[config.mk]
export PLATFORM = sky130hd
export DESIGN_NAME = boot_loader
export DESIGN_NICKNAME = d
export VERILOG_FILES = /design/src/rtl/boot_loader.sv
export SDC_FILE = /design/constraint.sdc
export NUM_CORES = 1
export LEC_CHECK = 0
export ABC_AREA = 0
export BUFFER_PORTS_ARGS = -buffer_cell sky130_fd_sc_hd__buf_2
export CORE_ASPECT_RATIO = 0.6
export CORE_UTILIZATION = 50
export DETAILED_ROUTE_END_ITERATION = 10
export MAX_ROUTING_LAYER = met4
export PLACE_DENSITY_LB_ADDON = 0.1
export SKIP_CTS_REPAIR_TIMING = 1
export SLEW_MARGIN = 20
export SYNTH_ARGS = -nofsm -noshare
export SYNTH_HDL_FRONTEND = slang
export SYNTH_SLANG_ARGS = --single-unit
[constraint.sdc]
create_clock -name clk -period 2 [get_ports clk]
set_input_delay 0.2 -clock clk [delete_from_list [all_inputs] [get_ports clk]]
set_output_delay 0.2 -clock clk [all_outputs]
set_load 0.01 [all_outputs]
[src/rtl/boot_loader.sv]
`default_nettype none
// ============================================================================
// Module   : boot_loader
// Brief    : Byte-stream image loader for instruction/data memories; holds the
//            core in reset until the end-of-image command arrives.
//            Define BOOT_LOADER_CHECKSUM_EN for a per-section XOR checksum byte.
// Revision : 1.0 - initial release
// ============================================================================
module boot_loader #(
    parameter int ADDR_W = 10,
    parameter int DATA_W = 16
) (
    input  logic              clk,
    input  logic              reset,
    input  logic [7:0]        in_data,
    input  logic              in_valid,
    output logic              in_ready,
    output logic              wr_en,
    output logic              wr_sel,
    output logic [ADDR_W-1:0] wr_addr,
    output logic [DATA_W-1:0] wr_data,
    output logic              core_reset,
    output logic              done,
    output logic              err
);

    localparam logic [7:0] c_cmd_instr = 8'h01;
    localparam logic [7:0] c_cmd_data  = 8'h02;
    localparam logic [7:0] c_cmd_end   = 8'hFF;

    typedef enum logic [3:0] {
        S_CMD     = 4'd0,
        S_ADDR_HI = 4'd1,
        S_ADDR_LO = 4'd2,
        S_CNT_HI  = 4'd3,
        S_CNT_LO  = 4'd4,
        S_DATA_HI = 4'd5,
        S_DATA_LO = 4'd6,
        S_DONE    = 4'd7,
`ifdef BOOT_LOADER_CHECKSUM_EN
        S_CSUM    = 4'd9,
`endif
        S_ERR     = 4'd8
    } state_t;

    state_t            r_state,   w_state;
    logic [7:0]        r_ahi,     w_ahi;
    logic [ADDR_W-1:0] r_addr,    w_addr;
    logic [15:0]       r_cnt,     w_cnt;
    logic [7:0]        r_hi,      w_hi;
    logic              r_sel,     w_sel;
    logic              r_wr_en,   w_wr_en;
    logic              r_wr_sel,  w_wr_sel;
    logic [ADDR_W-1:0] r_wr_addr, w_wr_addr;
    logic [DATA_W-1:0] r_wr_data, w_wr_data;
    logic [15:0]       w_cnt_dec;
    logic              w_accept;
`ifdef BOOT_LOADER_CHECKSUM_EN
    logic [7:0]        r_csum,    w_csum;
`endif

    always_comb begin
        w_state   = r_state;
        w_ahi     = r_ahi;
        w_addr    = r_addr;
        w_cnt     = r_cnt;
        w_hi      = r_hi;
        w_sel     = r_sel;
        w_wr_en   = 1'b0;
        w_wr_sel  = r_wr_sel;
        w_wr_addr = r_wr_addr;
        w_wr_data = r_wr_data;
        w_cnt_dec = r_cnt - 16'd1;
        w_accept  = in_valid && in_ready;
`ifdef BOOT_LOADER_CHECKSUM_EN
        w_csum    = r_csum;
        if (w_accept) begin
            w_csum = (r_state == S_CMD) ? in_data : (r_csum ^ in_data);
        end
`endif
        if (w_accept) begin
            case (r_state)
                S_CMD: begin
                    if (in_data == c_cmd_instr || in_data == c_cmd_data) begin
                        w_sel   = (in_data == c_cmd_data);
                        w_state = S_ADDR_HI;
                    end else if (in_data == c_cmd_end) begin
                        w_state = S_DONE;
                    end else begin
                        w_state = S_ERR;
                    end
                end
                S_ADDR_HI: begin
                    w_ahi   = in_data;
                    w_state = S_ADDR_LO;
                end
                S_ADDR_LO: begin
                    // Upper received address bits beyond ADDR_W are dropped here
                    w_addr  = ADDR_W'({r_ahi, in_data});
                    w_state = S_CNT_HI;
                end
                S_CNT_HI: begin
                    w_cnt[15:8] = in_data;
                    w_state     = S_CNT_LO;
                end
                S_CNT_LO: begin
                    w_cnt   = {r_cnt[15:8], in_data};
                    w_state = ({r_cnt[15:8], in_data} == 16'd0) ? S_CMD : S_DATA_HI;
                end
                S_DATA_HI: begin
                    w_hi    = in_data;
                    w_state = S_DATA_LO;
                end
                S_DATA_LO: begin
                    w_wr_en   = 1'b1;
                    w_wr_sel  = r_sel;
                    w_wr_addr = r_addr;
                    w_wr_data = {r_hi, in_data};
                    w_addr    = r_addr + ADDR_W'(1);
                    w_cnt     = w_cnt_dec;
                    if (w_cnt_dec != 16'd0) begin
                        w_state = S_DATA_HI;
                    end else begin
`ifdef BOOT_LOADER_CHECKSUM_EN
                        w_state = S_CSUM;
`else
                        w_state = S_CMD;
`endif
                    end
                end
`ifdef BOOT_LOADER_CHECKSUM_EN
                S_CSUM: begin
                    w_state = (in_data == r_csum) ? S_CMD : S_ERR;
                end
`endif
                default: begin
                    w_state = r_state;
                end
            endcase
        end
    end

    always_ff @(posedge clk) begin
        if (!reset) begin
            r_state   <= S_CMD;
            r_ahi     <= 8'd0;
            r_addr    <= '0;
            r_cnt     <= 16'd0;
            r_hi      <= 8'd0;
            r_sel     <= 1'b0;
            r_wr_en   <= 1'b0;
            r_wr_sel  <= 1'b0;
            r_wr_addr <= '0;
            r_wr_data <= '0;
`ifdef BOOT_LOADER_CHECKSUM_EN
            r_csum    <= 8'd0;
`endif
        end else begin
            r_state   <= w_state;
            r_ahi     <= w_ahi;
            r_addr    <= w_addr;
            r_cnt     <= w_cnt;
            r_hi      <= w_hi;
            r_sel     <= w_sel;
            r_wr_en   <= w_wr_en;
            r_wr_sel  <= w_wr_sel;
            r_wr_addr <= w_wr_addr;
            r_wr_data <= w_wr_data;
`ifdef BOOT_LOADER_CHECKSUM_EN
            r_csum    <= w_csum;
`endif
        end
    end

    assign in_ready   = (r_state != S_DONE) && (r_state != S_ERR);
    assign core_reset = (r_state != S_DONE);
    assign done       = (r_state == S_DONE);
    assign err        = (r_state == S_ERR);
    assign wr_en      = r_wr_en;
    assign wr_sel     = r_wr_sel;
    assign wr_addr    = r_wr_addr;
    assign wr_data    = r_wr_data;

endmodule
`default_nettype wire

* Yosys cells after proc, flatten, opt, wreduce, memory -nomap -nowiden
Index checks and enable logic that the tools add are counted.
** Storage, ports and cells
- Bits in registers :: 69
- Output and inout bits :: 32
- Word-level logic and storage cells :: 54
** Cells by class
- Add/sub/neg operators :: 2
- Equal/unequal tests :: 13
- Mux-type cells :: 9
- Reduce and logical (&&, ||, !) cells :: 19
** Operator list (count)
- $pmux W8 S2 :: 2
- $pmux W4 S7 :: 1
- $pmux W10 S2 :: 1
- $eq A4 B3 Y1 const B :: 4
- $logic_not A16 Y1 :: 1
- $reduce_and A2 Y1 :: 8
- $reduce_bool A16 Y1 :: 1
- $sub A16 B1 Y16 const B :: 1
- $add A10 B1 Y10 const B :: 1
- $eq A4 B2 Y1 const B :: 2
- $eq A8 B1 Y1 const B :: 1
- $eq A8 B2 Y1 const B :: 1
- $eq A8 B8 Y1 const B :: 1
- $mux W4 :: 2
- $reduce_bool A7 Y1 :: 1
- $mux W3 :: 2
- $reduce_bool A2 Y1 :: 3
- $eq A4 B1 Y1 const B :: 1
- $eq A4 B4 Y1 const B :: 1
- $logic_not A4 Y1 :: 1
- $ne A4 B3 Y1 const B :: 1
- $ne A4 B4 Y1 const B :: 1
- $reduce_and A3 Y1 :: 1
- $logic_and A1 B1 Y1 :: 2
- other kinds (2) :: 2

* Depth between registers and ports, before layout
Gate-level depths: netlist of run 1.
- Depth after elaboration :: 4
- Mapped depth :: 8
- Mapped depth without buffers :: 7

* Least setup slack after synthesis of run 1
Ideal clock, no wire load.
- Kind :: register to register
- Start :: register r_cnt[0]
- End :: register r_cnt[14]
- Setup time :: 84 ps
- Arrival :: 1947 ps
- Setup slack :: -32 ps
- Cell stages (with the launch flop) :: 9
- Path buffers :: 1
- Period minus slack after synthesis :: 2032 ps
- Path through :: dfxtp_1 -> clkbuf_1 -> inv_1 -> ha_1 -> nor3b_1 -> and4bb_1 -> xor2_2 -> nor2_1 -> o31ai_2
** On the way
- Cells in the longest elaborated chain, start to end :: 2
** Ends and longest elaborated chain
- start, declared :: line 49 : logic [15:0] r_cnt, w_cnt;
- start signal, assigned :: line 162 : r_cnt <= w_cnt;
- $sub A16 B1 Y16 :: line 73 : w_cnt_dec = r_cnt - 16'd1;
- $pmux W8 S2 :: line 82 : case (r_state)
Every way passes these cells.
A chain may end at the register's enable or synchronous reset.

* Final worst setup path of run 1
- Start :: register r_cnt[1]
- End :: register r_cnt[12]
Same word-level chain as after synthesis.

==> reports/qor.csv, run 1 <==
stage;metric;value;unit
status;status;complete, no violations;
finish;commonest non-fill, non-tap cells in the layout;nand2_1, dfxtp_1, buf_2;
worst_setup_path;slowest stage cell, crit path;dfxtp_2;
floorplanning;core footprint;0.006907;mm2
worst_setup_path;critical path startpoint;r_cnt[1];
worst_setup_path;FF-to-FF End;r_cnt[12];
min_path;Worst Hold Class;in -> reg;
timing;RSZ-0062 raised after global routing;false;
grt;GRT overflow;0;
routing;drt via density;5.984;
power;Pleak;1.878;nW
cts;Root Buffer;clkbuf_16;
floorplanning;Initial Utilization;53.42;%
timing;crit path time final;1.871;ns
cts;CTS tree;yes;
worst_setup_path;worst path cell trace;inv_1 > ha_1 > nor3b_4 > nand2_1 > nor2_1 > a31oi_1 > o221a_1;
routing;post-route antenna net violation count;0;
worst_setup_path;CP Capture Type;flop;
placed_design;post-detail-place hpwl;7711;um
placed_design;Placed Cells;601;
min_path;hold_sp;in_data[3];
finish;Antenna Cells;0;
worst_setup_path;WP data required;2.22;ns
routing;final WL;10810;um
grt;number of global-route vias before repair;3386;
synthesis;cell accounting for the most synthesized area;dfxtp_1;
cts;Clk Latency, worst-skew pair;0.33;ns
placed_design;GP Congestion;0.9475;
worst_setup_path;Crit Reg-Reg Startpoint;r_cnt[1];
routing;DR pass1 iterations;5;
routing;Avg WL per Cell;17.55;um
synthesis;share of the synthesized area in the top cell type;37.44;%
floorplanning;die width;112.9;um
floorplanning;Die Y;68.54;um
grt;first-pass GRT wire length;17270;um
timing;Fin Clk Skew;0.005216;ns
synthesis;Post-Syn Nets;479;
timing;period utilization;93.56;%
routing;drt drc;0;
timing;Hold WS;0.1721;ns
floorplanning;FP Rows;23;
cts;clock sinks;69;
power;Tot Pwr;0.005073;W
synthesis;sequential fraction of the synthesis area;37.44;%
synthesis;post-synth cell types;59;
grt;largest net degree at the start of global routing;42;
finish;Final #Nets;539;
synthesis;asr flop ratio synth;0;%
timing;Worst-Margin Slew;0.5674;ns
synthesis;Post-synth EDFFs;0;
flow_run;max cap viols;0;
finish;commonest non-fill, non-tap cell in the layout;nand2_1;
timing;final hold vios;0;
worst_setup_path;CP startpoint kind;flop;
routing;via count;3686;
synthesis;Top FF cell, synth;dfxtp_1;
worst_setup_path;R2R cell count;7;
finish;Core Util, Final;65.98;%
timing;Slew Limit Fails;0;
synthesis;Post-Syn Area;0.003690;mm2
worst_setup_path;crit path DAT;2.09;ns
routing;drt initial violations;397;
synthesis;synth top area cells;dfxtp_1, nand2_1, a21boi_1;
synthesis;#FFs+latches synth;69;
floorplanning;io pins;43;
power;Cell Pwr Density;1113;mW/mm2
synthesis;Synth Instances;465;
grt;initial antenna violation count;0;
timing;Slew Limit Headroom;62.09;%
synthesis;Avg Cell Area, Syn;7.935;um2
finish;area grow syn2layout;23.50;%
grt;gr usage total;30.68;%
min_path;hold path depth;3;
cts;Clock Tree Buf Depth;2;
timing;Max Clk Rate;534.4;MHz
finish;layout cell share with drive strength beyond 1;21.36;%
synthesis;Synth Warn #;0;
timing;number of setup violations in the final report;0;
worst_setup_path;critical path peak fanout;7;
worst_setup_path;R2R Setup Slk;0.13;ns
placed_design;count of input and output buffers;42;
finish;Post-Layout Cell Count;616;
worst_setup_path;critical path class;reg -> reg;
cts;H-tree levels;3;
floorplanning;Die ar.;0.007738;mm2
power;VDD IR max;0.4853;mV
cts;CTS buffer count;9;
cts;register clock-pin slew on the reported worst setup and hold paths;0.05;ns
timing;setup_tns;0;ns
worst_setup_path;Crit path largest cell delay;0.35;ns
min_path;WHS Endpoint;wr_data[3];
==> report_power, final <==
part / internal, W / total (W) / switching (W)
clock: 0.00112 / 0.00169 / 0.000572
combinational: 0.000755 / 0.00175 / 0.000993
sequential: 0.00148 / 0.00164 / 0.000153
==> Yosys cell counts (5+ instances only) <==
master    number
nor2_1        28
a21oi_1       24
and3_1         8
o31ai_1        6
nor2b_1       20
o21ai_0       12
clkbuf_1      29
a31oi_1        5
mux2i_1       10
a21boi_0       7
a21boi_1      23
and2_1         6
buf_2          5
nor4_1         8
o21ai_1       12
dfxtp_1       69
o21a_1         9
nand2_1       87
nand3_1       14
nor3_1        10
==> cell families after synthesis <==
group | Yosys count | share of synthesized area [%]
xor+xnor | 6 | 1.628
compound gates | 124 | 22.75
flops | 69 | 37.44
fa+ha+maj | 3 | 1.017
mux | 10 | 2.713
buf+inv | 40 | 4.442
simple gates | 213 | 30.01
==> through the flow <==
| stage | instance area [um2] | worst slack, ns |
|---|---|---|
| 3_5_place_dp | 4228 | 0.1115 |
| 3_3_place_gp | 4228 | 0.1756 |
| 2_1_floorplan | 3695 | 0.08500 |
| 6_report | 4557 | 0.1287 |
| 5_1_grt | 4557 | 0.01942 |
| 4_1_cts | 4543 | 0.1076 |
==> routing by layer <==
layer  track usage, %  vias up  routed length (um)
li1                 -     1770                   -
met1            42.16     1725                5225
met2            44.68      180                4434
met3            9.091       11                1071
met4            6.414        0                  78
met5                -        -                   0
==> worst max-delay path by stage <==
stage,end,slack (ns),cells past startpoint
3_3_place_gp,r_cnt[14],0.18,7
3_5_place_dp,r_cnt[14],0.11,7
2_1_floorplan,r_state[2],0.08,8
5_1_grt,r_cnt[14],0.02,7
6_report,r_cnt[12],0.13,7
4_1_cts,r_cnt[14],0.11,7
==> registers in the layout, summed over array words and instances, names as in the netlist <==
| name | flops |
|---|---|
| r_cnt | 16 |
| r_ahi | 2 |
| wr_addr | 10 |
| r_addr | 10 |
| r_sel | 1 |
| wr_sel | 1 |
| r_hi | 8 |
| r_state | 4 |
| wr_data | 16 |
| wr_en | 1 |
==> final cells by class <==
type / count / area [um2]
clock buffer: 11 / 242.7
inverter: 4 / 15.01
multi-input combinational: 356 / 2176
fill: 610 / 2350
sequential: 69 / 1384
timing repair buffer: 85 / 558.0
tap: 87 / 108.9
clock inverter: 4 / 72.57
==> critical path: cells and delay by family, from the launching register on <==
| kind | cells | cell delay [ns] |
|---|---|---|
| compound gates | 2 | 0.40 |
| fa+ha+maj | 1 | 0.28 |
| buf+inv | 1 | 0.09 |
| flops | 1 | 0.35 |
| simple gates | 3 | 0.64 |
Note: power is estimated with default switching activity, not from simulation.
==> run 2, diff against run 1 <==
- CORE_UTILIZATION: 50 -> 30
- REMOVE_ABC_BUFFERS: default -> 1
==> run 2 against run 1 <==
Effect of this change:
- count of clock-buffer cells in the layout decreased by 1
- sequential power about the same
- worst hold slack got worse by 0.0011 ns
- global-route usage decreased by 12 points
- first-iteration DRC count decreased by 41%
- via count decreased by 2.4%
- total power increased by 1.9%
- highest routed layer unchanged
- die area increased by 65%
- cell count increased by 12%
- largest cell class unchanged
- clock power increased by 8%
==> reports/qor.csv, run 2 (synthesized netlist as in run 1, its figures left out) <==
stage;metric;value;unit;change
status;status;complete, no violations;;
routing;drt initial violations;233;;-41%
floorplanning;io pins;43;;unchanged
placed_design;post-place instance area;0.004312;mm2;+2.0%
placed_design;dpl ws;0.008210;ns;-0.1033 ns
worst_setup_path;Worst Setup EP;r_state[0];;
finish;Antenna Cells;0;;unchanged
cts;H-tree levels;3;;unchanged
floorplanning;die width;145.2;um;+29%
timing;period utilization;94.22;%;+0.66 points
min_path;hold path depth;3;;unchanged
floorplanning;Initial Utilization;31.71;%;-22 points
timing;Slew Limit Fails;0;;unchanged
worst_setup_path;WP data required;2.21;ns;about the same
routing;Avg WL per Cell;16.11;um;-8.2%
worst_setup_path;crit path DAT;2.10;ns;about the same
placed_design;post-detail-place hpwl;8068;um;+4.6%
placed_design;count of input and output buffers;42;;unchanged
routing;post-route antenna net violation count;0;;unchanged
worst_setup_path;Crit Reg-Reg Startpoint;r_cnt[8];;
grt;first-pass GRT wire length;17910;um;+3.7%
worst_setup_path;critical path class;reg -> reg;;
worst_setup_path;CP startpoint kind;flop;;
power;Tot Pwr;0.005171;W;+1.9%
power;Cell Pwr Density;1109;mW/mm2;-0.34%
cts;CTS tree;yes;;
cts;CTS buffer count;9;;unchanged
grt;largest net degree at the start of global routing;41;;-2.4%
finish;area grow syn2layout;26.31;%;
worst_setup_path;R2R Setup Slk;0.12;ns;about the same
min_path;Worst Hold Class;in -> reg;;
floorplanning;Die Y;87.91;um;+28%
floorplanning;core footprint;0.01164;mm2;+68%
finish;Final #Nets;537;;-0.37%
finish;Design Area, Final;0.004661;mm2;+2.3%
floorplanning;FP Rows;30;;+30%
finish;commonest non-fill, non-tap cell in the layout;nand2_1;;
grt;initial antenna violation count;0;;unchanged
cts;Clk Latency, worst-skew pair;0.34;ns;about the same
worst_setup_path;slowest stage cell, crit path;or4_4;;
floorplanning;Die ar.;0.01276;mm2;+65%
timing;number of setup violations in the final report;0;;unchanged
routing;DR pass1 iterations;5;;unchanged
worst_setup_path;CP Capture Type;flop;;
cts;Clock Tree Buf Depth;2;;unchanged
cts;Root Buffer;clkbuf_16;;
power;Pleak;1.869;nW;-0.48%
worst_setup_path;worst path cell trace;or4_4 > nor4_4 > xor2_1 > o31ai_1 > nand3_1;;
timing;Slew Limit Headroom;64.08;%;+2.0 points
timing;setup_tns;0;ns;unchanged
worst_setup_path;critical path startpoint;r_cnt[8];;
routing;drt via density;5.227;;-13%
cts;register clock-pin slew on the reported worst setup and hold paths;0.06;ns;about the same
worst_setup_path;R2R cell count;5;;-2
grt;number of global-route vias before repair;3196;;-5.6%
timing;worst setup margin;0.1155;ns;-0.01317 ns
grt;gr usage total;18.91;%;-12 points
finish;layout cell share with drive strength beyond 1;21.02;%;-0.34 points
worst_setup_path;Crit path largest cell delay;0.61;ns;+0.26 ns
worst_setup_path;critical path peak fanout;5;;-2
timing;crit path time final;1.884;ns;+0.01317 ns
routing;drt drc;0;;unchanged
flow_run;max cap viols;0;;unchanged
finish;commonest non-fill, non-tap cells in the layout;nand2_1, dfxtp_1, buf_2;;
timing;Fin Clk Skew;0.008502;ns;+0.003286 ns
placed_design;GP Congestion;0.8740;;-7.8%
timing;final hold vios;0;;unchanged
timing;Worst-Margin Slew;0.5313;ns;-0.03608 ns
routing;final WL;11090;um;+2.6%
routing;via count;3596;;-2.4%
worst_setup_path;FF-to-FF End;r_state[0];;
grt;GRT overflow;0;;unchanged
cts;clock sinks;69;;unchanged
timing;Max Clk Rate;530.7;MHz;-0.70%
timing;RSZ-0062 raised after global routing;false;;
power;VDD IR max;0.4242;mV;-13%
[run 2: per-layer routing]
metal / vias up / track usage (%) / wire length, um
met5: - / - / 0
met4: 0 / 4.880 / 101
met3: 8 / 4.219 / 583
met2: 90 / 25.48 / 4334
met1: 1723 / 27.66 / 6067
li1: 1775 / - / -
[run 2: worst min-delay path by stage]
| stage | from | end | slack [ns] |
|---|---|---|---|
| floorplan | reset | r_addr[0] | 0.32 |
| finish | in_data[5] | wr_data[5] | 0.17 |
| global route | in_data[5] | wr_data[5] | 0.19 |
| CTS | in_data[5] | wr_data[5] | 0.17 |
| detailed placement | wr_addr[8] | wr_addr[8] | 0.44 |
| global placement | wr_data[3] | wr_data[3] | 0.44 |
[run 2: final cells by class]
class / instances / area [um2]
multi-input cells: 356 / 2167
inverters: 4 / 15.01
well taps: 160 / 200.2
repair buffers: 83 / 555.5
clock buffers: 10 / 229.0
clock inverters: 6 / 111.4
flip-flops and latches: 69 / 1383
fillers: 1187 / 6975
[run 2: per-stage QoR]
stage / hold slack, ns / util (%) / std cells
5_1_grt: 0.1863 / 40.05 / 688
3_3_place_gp: 0.4376 / 37.05 / 672
3_5_place_dp: 0.4418 / 37.05 / 672
6_report: 0.1710 / 40.05 / 688
2_1_floorplan: 0.3161 / - / 429
4_1_cts: 0.1664 / 39.98 / 688
[run 2: where the power goes]
| part | internal [W] | switching [W] | leakage (nW) | total [W] |
|---|---|---|---|---|
| clock network | 0.00122 | 0.000613 | 0.163 | 0.00183 |
| registers | 0.00148 | 0.000148 | 0.558 | 0.00163 |
| logic | 0.000744 | 0.000965 | 1.15 | 0.00171 |
[run 2: critical path, delay by kind of cell (launching register included)]
kind	cells	cell delay [ns]
AND/OR/NAND/NOR	3	1.06
flip-flops	1	0.31
AO/OA/AOI/OAI	1	0.25
XOR/XNOR	1	0.15
==> run 3, diff against run 2 <==
- ABC_AREA: 0 -> 1
- CTS_CLUSTER_SIZE: default -> 24
==> run 3 against run 2 <==
Effect of this change:
- worst hold slack improved by 0.092 ns
- highest routed layer unchanged
- global-route usage is 1.2 points lower
- count of clock-buffer cells in the layout grew 1
- sequential share of layout area rose by 2.6 points
- area after synthesis down 5.7%
- non-clock buffer count shrank 21
- the flow now finishes with violations (design-rule violations)
- sequential cell count stayed put
- die area down 5.6%
- clock skew down 0.0030 ns
- via count fell by 6.6%
- clock power shrank 22%
- combinational power is 30% lower
==> reports/qor.csv, run 3 <==
stage;metric;value;unit;change
status;status;complete, but fails checks;;
status;violated checks;design-rule violations;;
synthesis;Top FF cell, synth;dfxtp_1;;
worst_setup_path;worst path cell trace;inv_2 > nor2_2 > inv_2 > nor2_4 > nor2_4 > nand2_4 > inv_6 > nand2_4 > inv_4 > nand2_8 > inv_4 > o21ai_0 > o21ai_0 > a21oi_1;;
worst_setup_path;crit path DAT;2.01;ns;-0.09 ns
finish;Antenna Cells;0;;unchanged
cts;CTS buffer count;9;;unchanged
synthesis;share of the synthesized area in the top cell type;39.71;%;+2.3 points
worst_setup_path;CP Capture Type;flop;;
timing;worst setup margin;0.1989;ns;+0.08332 ns
routing;Avg WL per Cell;13.51;um;-16%
floorplanning;io pins;43;;unchanged
routing;via count;3360;;-6.6%
routing;drt drc;1;;+1
power;VDD IR max;0.4419;mV;+4.2%
cts;clock sinks;69;;unchanged
worst_setup_path;critical path startpoint;r_state[2];;
worst_setup_path;WP data required;2.21;ns;about the same
floorplanning;Initial Utilization;30.79;%;-0.92 points
synthesis;Commonest cells post-synth;nor2_1, nand2_1, dfxtp_1, a21oi_1, inv_1;;
placed_design;dpl ws;-0.0002554;ns;-0.008465 ns
placed_design;count of input and output buffers;42;;unchanged
worst_setup_path;Crit Reg-Reg Startpoint;r_state[2];;
floorplanning;core footprint;0.01130;mm2;-2.9%
floorplanning;die width;141.0;um;-2.9%
cts;H-tree levels;3;;unchanged
routing;drt initial violations;162;;-30%
worst_setup_path;CP startpoint kind;flop;;
min_path;Worst Hold Class;in -> reg;;
cts;register clock-pin slew on the reported worst setup and hold paths;0.06;ns;about the same
timing;number of setup violations in the final report;0;;unchanged
timing;final hold vios;0;;unchanged
worst_setup_path;CP delay by family, top;buffers and inverters;;
worst_setup_path;critical path class;reg -> reg;;
worst_setup_path;R2R Setup Slk;0.20;ns;+0.08 ns
synthesis;top-count cell post-synth;nor2_1;;
worst_setup_path;slowest stage cell, crit path;dfxtp_1;;
routing;drt via density;4.615;;-12%
floorplanning;Die Y;85.41;um;-2.8%
grt;gr usage total;17.73;%;-1.2 points
finish;layout cell share with drive strength beyond 1;20.25;%;-0.78 points
worst_setup_path;Worst Setup EP;r_addr[5];;
cts;Clock Tree Buf Depth;2;;unchanged
timing;Max Clk Rate;555.2;MHz;+4.6%
cts;Root Buffer;clkbuf_16;;
placed_design;post-place instance area;0.003931;mm2;-8.8%
worst_setup_path;Crit path largest cell delay;0.34;ns;-0.27 ns
placed_design;Placed Cells;706;;+5.1%
timing;crit path time final;1.801;ns;-0.08332 ns
synthesis;Avg Cell Area, Syn;6.807;um2;-14%
timing;Fin Clk Skew;0.005523;ns;-0.002979 ns
cts;Clk Latency, worst-skew pair;0.33;ns;about the same
synthesis;post-synth cell types;38;;-36%
timing;setup_tns;0;ns;unchanged
worst_setup_path;WP buf/inv;5;;+5
synthesis;Post-Syn Area;0.003478;mm2;-5.7%
synthesis;synth top area cells;dfxtp_1, nor2_1, a21oi_1;;
finish;area occupied by multi-input gates;0.001842;mm2;-15%
grt;number of global-route vias before repair;3108;;-2.8%
finish;commonest non-fill, non-tap cells in the layout;nor2_1, nand2_1, dfxtp_1;;
synthesis;Post-synth EDFFs;0;;unchanged
grt;largest net degree at the start of global routing;43;;+4.9%
synthesis;#FFs+latches synth;69;;unchanged
finish;Post-Layout Cell Count;728;;+5.8%
worst_setup_path;R2R cell count;14;;+9
synthesis;Synth Instances;511;;+9.9%
finish;Final #Nets;577;;+7.4%
finish;commonest non-fill, non-tap cell in the layout;nor2_1;;
timing;period utilization;90.06;%;-4.2 points
timing;Slew Limit Headroom;70.70;%;+6.6 points
timing;Worst-Margin Slew;0.4362;ns;-0.09509 ns
finish;Core Util, Final;37.93;%;-2.1 points
synthesis;sequential fraction of the synthesis area;39.71;%;+2.3 points
worst_setup_path;critical path peak fanout;19;;+14
synthesis;asr flop ratio synth;0;%;unchanged
finish;Fill cells;1245;;+4.9%
placed_design;post-detail-place hpwl;7109;um;-12%
placed_design;GP Congestion;0.8758;;+0.21%
grt;GRT overflow;0;;unchanged
floorplanning;FP Rows;30;;unchanged
worst_setup_path;Critical Path Stages;14;;+9
cts;CTS tree;yes;;
synthesis;Synth Warn #;0;;unchanged
timing;Slew Limit Fails;0;;unchanged
routing;DR pass1 iterations;7;;+2
power;Cell Pwr Density;968.5;mW/mm2;-13%
finish;Design Area, Final;0.004285;mm2;-8.1%
worst_setup_path;FF-to-FF End;r_addr[5];;
finish;area grow syn2layout;23.20;%;
routing;final WL;9835;um;-11%
flow_run;max cap viols;0;;unchanged
routing;post-route antenna net violation count;0;;unchanged
floorplanning;Die ar.;0.01204;mm2;-5.6%
power;Pleak;1.902;nW;+1.7%
grt;initial antenna violation count;0;;unchanged
finish;register area;0.001384;mm2;about the same
synthesis;cell accounting for the most synthesized area;dfxtp_1;;
grt;first-pass GRT wire length;15900;um;-11%
[run 3: cell count changes after synthesis, sizes merged, moves of 13 or more]
| cell | before | now |
|---|---|---|
| inv | 4 | 49 |
| o21ai | 24 | 37 |
| a21boi | 30 | 0 |
| clkbuf | 29 | 8 |
| a21oi | 24 | 66 |
| nor2b | 20 | 0 |
| nor2 | 29 | 108 |
[run 3: worst min path at each step]
stage          slack (ns)       start          to  cells after the start
6_report             0.26  in_data[1]    r_ahi[1]                      3
4_1_cts              0.25  in_data[0]       r_sel                      4
3_3_place_gp         0.45  wr_data[9]  wr_data[9]                      2
2_1_floorplan        0.33       reset  r_state[1]                      2
3_5_place_dp         0.45  wr_addr[9]  wr_addr[9]                      2
5_1_grt              0.27  in_data[1]    r_ahi[1]                      3
[run 3: final cells by class]
cell class                 instances  share of cell area (%)
clock buffer                      11                   5.431
clock inverter                     5                  0.6423
inverter                          50                   4.701
multi-input combinational        371                   42.98
sequential                        69                   32.29
tap                              160                   4.672
timing repair buffer              62                   9.285
[run 3: power breakdown]
part / leakage (nW) / switching (W) / total [W] / internal (W)
clock network: 0.129 / 0.000587 / 0.00142 / 0.000830
logic: 1.21 / 0.000780 / 0.00120 / 0.000416
registers: 0.558 / 0.0000821 / 0.00154 / 0.00145
total: 1.90 / 0.00145 / 0.00415 / 0.00270
[run 3: per-stage QoR]
stage | total power [W] | hold slack, ns
after global routing | 0.004435 | 0.2723
after detailed placement | 0.002701 | 0.4494
final | 0.004150 | 0.2630
after CTS | 0.004144 | 0.2468
after global placement | 0.002704 | 0.4473
after floorplan | 0.002370 | 0.3322
[run 3: cell families after synthesis]
logic type | after synthesis | synth area share (%)
compound gates | 116 | 17.81
xor+xnor | 7 | 1.763
fa+ha+maj | 3 | 1.079
buf+inv | 71 | 8.561
flops | 69 | 39.71
simple gates | 245 | 31.08
[run 3: worst register-to-register path: cells and delay by family, from the launching register on]
kind	cells	cell delay, ns
and+or+nand+nor	6	0.47
DFF	1	0.34
buffers and inverters	5	0.61
AOI/OAI and AO/OA	3	0.26
[run 3: metal layers]
layer	up-vias	wire, um	global-route usage [%]
li1	1777	-	-
met1	1529	5562	25.78
met2	48	3907	24.15
met3	6	306	4.120
met4	0	59	4.447
met5	-	0	-
